$ cat config.mk
export PLATFORM = sky130hd
export DESIGN_NAME = minicpu_sequencer
export DESIGN_NICKNAME = d
export VERILOG_FILES = /design/src/rtl/minicpu_sequencer.sv
export SDC_FILE = /design/constraint.sdc
export NUM_CORES = 1
export LEC_CHECK = 0
export ABC_CLOCK_PERIOD_IN_PS = 2850
export CORE_UTILIZATION = 60
export DETAILED_ROUTE_END_ITERATION = 16
export PLACE_DENSITY_LB_ADDON = 0.15
export SYNTH_ARGS = -nofsm -noshare
export SYNTH_HDL_FRONTEND = slang
export SYNTH_SLANG_ARGS = --single-unit
$ cat constraint.sdc
create_clock -name clk_i -period 2.85 [get_ports clk_i]
set_input_delay 0.285 -clock clk_i [delete_from_list [all_inputs] [get_ports clk_i]]
set_output_delay 0.285 -clock clk_i [all_outputs]
set_load 0.05 [all_outputs]
$ cat src/rtl/minicpu_sequencer.sv
// Program buffer and issue sequencer that feeds 12-bit instruction words to a MiniCPU,
// holding each word for HOLD cycles and tracking result/overflow at the end of each window.
module minicpu_sequencer #(
  parameter int unsigned DEPTH    = 16,
  parameter int unsigned HOLD     = 2,
  parameter logic [11:0] NOP_WORD = 12'hF00,
  localparam int unsigned AW      = $clog2(DEPTH)
) (
  input  logic          clk_i,
  input  logic          rst_n_i,
  input  logic          wr_en_i,
  input  logic [11:0]   wr_data_i,
  input  logic          clear_i,
  input  logic          start_i,
  input  logic          abort_i,
  input  logic          halt_on_ovf_i,
  input  logic          overflow_i,
  input  logic [7:0]    result_i,
  output logic [11:0]   cpu_in_o,
  output logic          busy_o,
  output logic          done_o,
  output logic          fault_o,
  output logic          full_o,
  output logic [AW-1:0] pc_o,
  output logic [AW:0]   count_o,
  output logic [7:0]    last_result_o
);

  typedef enum logic [1:0] {
    S_IDLE  = 2'd0,
    S_RUN   = 2'd1,
    S_DONE  = 2'd2,
    S_FAULT = 2'd3
  } state_e;

  state_e        state_q, state_d;
  logic [AW-1:0] pc_q, pc_d, pc_next;
  logic [3:0]    hold_q, hold_d;
  logic [AW:0]   count_q, count_d;
  logic [7:0]    last_result_q, last_result_d;
  logic [11:0]   cpu_in_q, cpu_in_d;
  logic [1:0]    rst_sync_q;
  logic          mem_we;
  logic          window_end;
  logic          last_word;
  logic          full;

  logic [11:0]   mem [DEPTH];

  // Reset asserts immediately but releases only after two clean edges with rst_n_i high.
  always_ff @(posedge clk_i or negedge rst_n_i) begin
    if (!rst_n_i) begin
      rst_sync_q <= 2'b00;
    end else begin
      rst_sync_q <= {rst_sync_q[0], 1'b1};
    end
  end

  assign window_end = (hold_q == 4'(HOLD - 1));
  assign last_word  = ({1'b0, pc_q} == (count_q - (AW+1)'(1)));
  assign full       = (count_q == (AW+1)'(DEPTH));
  assign pc_next    = pc_q + AW'(1);

  always_comb begin
    state_d       = state_q;
    pc_d          = pc_q;
    hold_d        = hold_q;
    count_d       = count_q;
    last_result_d = last_result_q;
    cpu_in_d      = NOP_WORD;
    mem_we        = 1'b0;

    if (clear_i) begin
      state_d = S_IDLE;
      count_d = '0;
      pc_d    = '0;
      hold_d  = '0;
    end else begin
      case (state_q)
        S_RUN: begin
          if (abort_i) begin
            state_d = S_IDLE;
            hold_d  = '0;
          end else if (!window_end) begin
            hold_d   = 4'(hold_q + 4'd1);
            cpu_in_d = mem[pc_q];
          end else begin
            last_result_d = result_i;
            hold_d        = '0;
            if (overflow_i && halt_on_ovf_i) begin
              state_d = S_FAULT;
            end else if (last_word) begin
              state_d = S_DONE;
            end else begin
              pc_d     = pc_next;
              cpu_in_d = mem[pc_next];
            end
          end
        end
        default: begin
          if (wr_en_i && !full) begin
            mem_we  = 1'b1;
            count_d = count_q + (AW+1)'(1);
          end
          if (start_i && (count_q != '0)) begin
            state_d  = S_RUN;
            pc_d     = '0;
            hold_d   = '0;
            cpu_in_d = mem[0];
          end
        end
      endcase
    end

    // Keep everything parked at reset values until the synchronized release arrives.
    if (!rst_sync_q[1]) begin
      state_d       = S_IDLE;
      pc_d          = '0;
      hold_d        = '0;
      count_d       = '0;
      last_result_d = '0;
      cpu_in_d      = NOP_WORD;
      mem_we        = 1'b0;
    end
  end

  always_ff @(posedge clk_i or negedge rst_n_i) begin
    if (!rst_n_i) begin
      state_q       <= S_IDLE;
      pc_q          <= '0;
      hold_q        <= '0;
      count_q       <= '0;
      last_result_q <= '0;
      cpu_in_q      <= NOP_WORD;
    end else begin
      state_q       <= state_d;
      pc_q          <= pc_d;
      hold_q        <= hold_d;
      count_q       <= count_d;
      last_result_q <= last_result_d;
      cpu_in_q      <= cpu_in_d;
    end
  end

  // Storage has no reset so it can map onto plain RAM; contents survive CLEAR.
  always_ff @(posedge clk_i) begin
    if (mem_we) begin
      mem[count_q[AW-1:0]] <= wr_data_i;
    end
  end

  assign cpu_in_o      = cpu_in_q;
  assign busy_o        = (state_q == S_RUN);
  assign done_o        = (state_q == S_DONE);
  assign fault_o       = (state_q == S_FAULT);
  assign full_o        = full;
  assign pc_o          = pc_q;
  assign count_o       = count_q;
  assign last_result_o = last_result_q;

endmodule
==> metrics.txt <==
endpoint of the worst setup timing path=full_o; postcts setup bufs=0; RSZ-0062 raised after global routing=no; maximum net fanout on the critical path=8; Die ar.=about 0.019 mm2; synth top area cells=edfxtp_1 53%, mux4_2 20%, dfrtp_1 7.6%; GRT Util Overall=30.87%; endpoint type of the worst setup path=primary output; net count after synthesis=678; maximum achievable frequency=366.4 MHz; xor/xnor share of the synthesized area=0.8693%; count of yosys warnings during synthesis=0; kind of start point of the critical path=flip-flop; Finished Core Util=72.72%; beginning of the critical path=count_o[0]; clock buffers created by TritonCTS=24; Worst R2R Setup Slack=320 ps; compound-gate portion of the synthesized area=about 5.9%; root cell of the clock tree=clkbuf_16; TritonCTS clock tree=built; share of cell area taken by muxes after synthesis=21.99%; y dimension of the die=136.1 um; top-area cell type share of the netlist area=around 53%; maximum number of pins on one net before global-route repair=74; power density over the cells=566.4 mW/mm2; synthesized area=0.01080 mm2; number of cell instances on the worst register-to-register path=8; # placed instances=934; synthesized-area fraction occupied by and/or/nand/nor cells=approximately 5.4%; transition time of the tightest slew-check pin=954.6 ps; clock latency on the worst-skew pair=530 ps; Core ar.=approximately 0.017 mm2; leading cell types by count after synthesis=192 x edfxtp_1, 96 x mux4_2, 33 x dfrtp_1, 33 x nor2_1, 28 x buf_2; Relative slew margins=36.36%; final worst clock skew=12.44 ps; outcome=complete, no violations; clock-pin slew on the worst setup and hold paths=60 ps; total negative slack=0 ps; detailed-route via count=6789; Data arrival, critical path=around 2400 ps; Final Net Count=770; critical path start-end classification=reg2out; routed length per placed instance=about 28 um; layout overhead on the synthesized area=17.33%; ys async rst share=16.16%; half-perimeter wire length after detailed placement=17190 um; CTS Buffer Depth=3; final estimated routing congestion in global placement=0.8866; final worst-path cycle share=a little over nine tenths; # DRC=0; final setup violation count=0; type of the worst min-delay path=reg2reg; worst slack on hold paths=around 370 ps; clock sink count=~230; number of enable flip-flop cells after synthesis=~190; number of rows in the core area=48; number of antenna violations at the first check in global routing=0; via count of the first global-routing pass=6826; data required time at the worst endpoint=around 2600 ps; sequential-to-total area share from yosys stat=62.03%; Iter 0 DRT Violations=755; Yosys cell types=53; maximum VDD drop=488.0 uV; Antenna Diode Count=0; number of storage elements in the synthesis netlist=229; post-route minimum period=2729 ps; largest family of logic cells by synthesized area=multiplexers; Hold Startpoint=rst_sync_q[0]; starting density of the core=61.98%; post-route non-filler standard cell count=just under 1000; Top Ports=61; endpoint of the lowest-slack register-to-register path=state_q[0]; count of H-tree levels built during CTS=1; Final Hold Violating Endpoints=0; count of max-cap constraint violations=0; startpoint of the most critical register-to-register path=count_o[0]; leakage power=0.004263 uW; first-pass GRT wire length=between 40000 and 50000 um; routed vias/inst=6.935; synthesized netlist cell count=644; first-pass iteration count of the detailed router=5; final routed wirelength across all metal layers=between 20000 and 30000 um; most instantiated flip-flop cell in the synthesis netlist=edfxtp_1; die outline width=136.1 um; Max Slew Vio Count=0; antenna-violating nets left=0; synthesized area divided by synthesized cell count=16.76 um2; filler instances=approximately 1100; adder and majority cell fraction of the synthesized area=0.6954%; sum of overflow across all layers after global routing=0; share of final-layout standard cells stronger than drive strength 1=26.13%; top-count cell post-synth=edfxtp_1; largest area contributor in the netlist=edfxtp_1; count of input and output buffers=60
worst max-delay path: stages, from the launching register on:
cell and delay (ps):
dfrtp_1 500, inv_1 180, ha_1 240, nand3_1 130, inv_1 70, clkdlybuf4s50_1 790
stage by stage:
stage | instance area, um2 | total power, uW | setup WS (ps)
2_1_floorplan | 10800 | 3958 | 167.5
3_3_place_gp | 11860 | 4107 | 427.1
3_5_place_dp | 11860 | 4120 | 333.9
4_1_cts | 12670 | 7200 | 134.3
5_1_grt | 12670 | 7349 | 42.56
6_report | 12670 | 7174 | 120.8
timing repair:
item                       CTS  global route
hold endpoints to repair    33             0
resized for setup            0             0
setup endpoints to repair    0             0
hold buffers                 1             0
layer usage:
| metal | track usage (%) | up-vias | part of all wire (%) |
|---|---|---|---|
| li1 | - | 2798 | - |
| met1 | 44.00 | 3431 | 37 |
| met2 | 47.91 | 475 | 47 |
| met3 | 5.966 | 85 | 12 |
| met4 | 11.42 | 0 | 3.9 |
| met5 | 0 | - | 0 |
how the worst min path moves through the flow:
| stage | to | slack (ps) | depth (start not counted) |
|---|---|---|---|
| 3_3_place_gp | rst_sync_q[1] | 330 | 0 |
| 4_1_cts | rst_sync_q[1] | 360 | 0 |
| 3_5_place_dp | rst_sync_q[1] | 350 | 0 |
| 5_1_grt | rst_sync_q[1] | 370 | 0 |
| 6_report | rst_sync_q[1] | 370 | 0 |
| 2_1_floorplan | count_o[0] | -10 | 0 |
placed cells by master, fill, tap and decap left out, drive strengths merged, types with 4 or more instances in the layout:
cell type,netlist,routed
dfstp,4,4
mux2i,20,20
and3,4,4
o22ai,15,15
nand3,13,13
a221oi,10,10
xor2,4,4
dfrtp,33,33
a21oi,21,21
edfxtp,192,192
xnor2,4,4
clkinv,0,9
clkdlybuf4s50,0,58
inv,28,29
nor2,33,33
o21ai,18,18
nor3,6,6
nand4,4,4
nand2b,5,5
a22o,8,8
mux4,96,96
ha,6,6
nand2,22,22
a41oi,4,4
nor2b,15,15
clkbuf,8,31
o221ai,8,8
buf,35,50
area by class of cell:
cell class / instances / area, um2 / area share, %
clock inverters: 13 / 131.4 / 1.037
clock buffers: 31 / 666.9 / 5.265
well taps: 225 / 281.5 / 2.223
repair buffers: 109 / 1001 / 7.903
inverters: 28 / 105.1 / 0.8298
multi-input cells: 344 / 3779 / 29.83
flip-flops and latches: 229 / 6701 / 52.91
kinds of logic (layout without fill, tap and decap cells):
group | count (synthesis) | after routing
buffers and inverters | 71 | 181
AOI/OAI and AO/OA | 94 | 94
DFF | 229 | 229
muxes | 117 | 117
and+or+nand+nor | 117 | 117
other | 1 | 1
xor gates and xnor gates | 9 | 9
adders and majority gates | 6 | 6
registers in the layout, summed over array words and instances (netlist names):
signal	flops
cpu_in_o	12
rst_sync_q	2
count_o	5
mem	192
hold_q	4
last_result_o	8
pc_o	4
state_q	2
report_power, final:
part	internal, uW	leakage [uW]	switching (uW)
clock network	1840	0.000397	1280
registers	3650	0.00222	14.8
logic	175	0.00165	217
No activity file was read; power rests on OpenSTA's default activity.
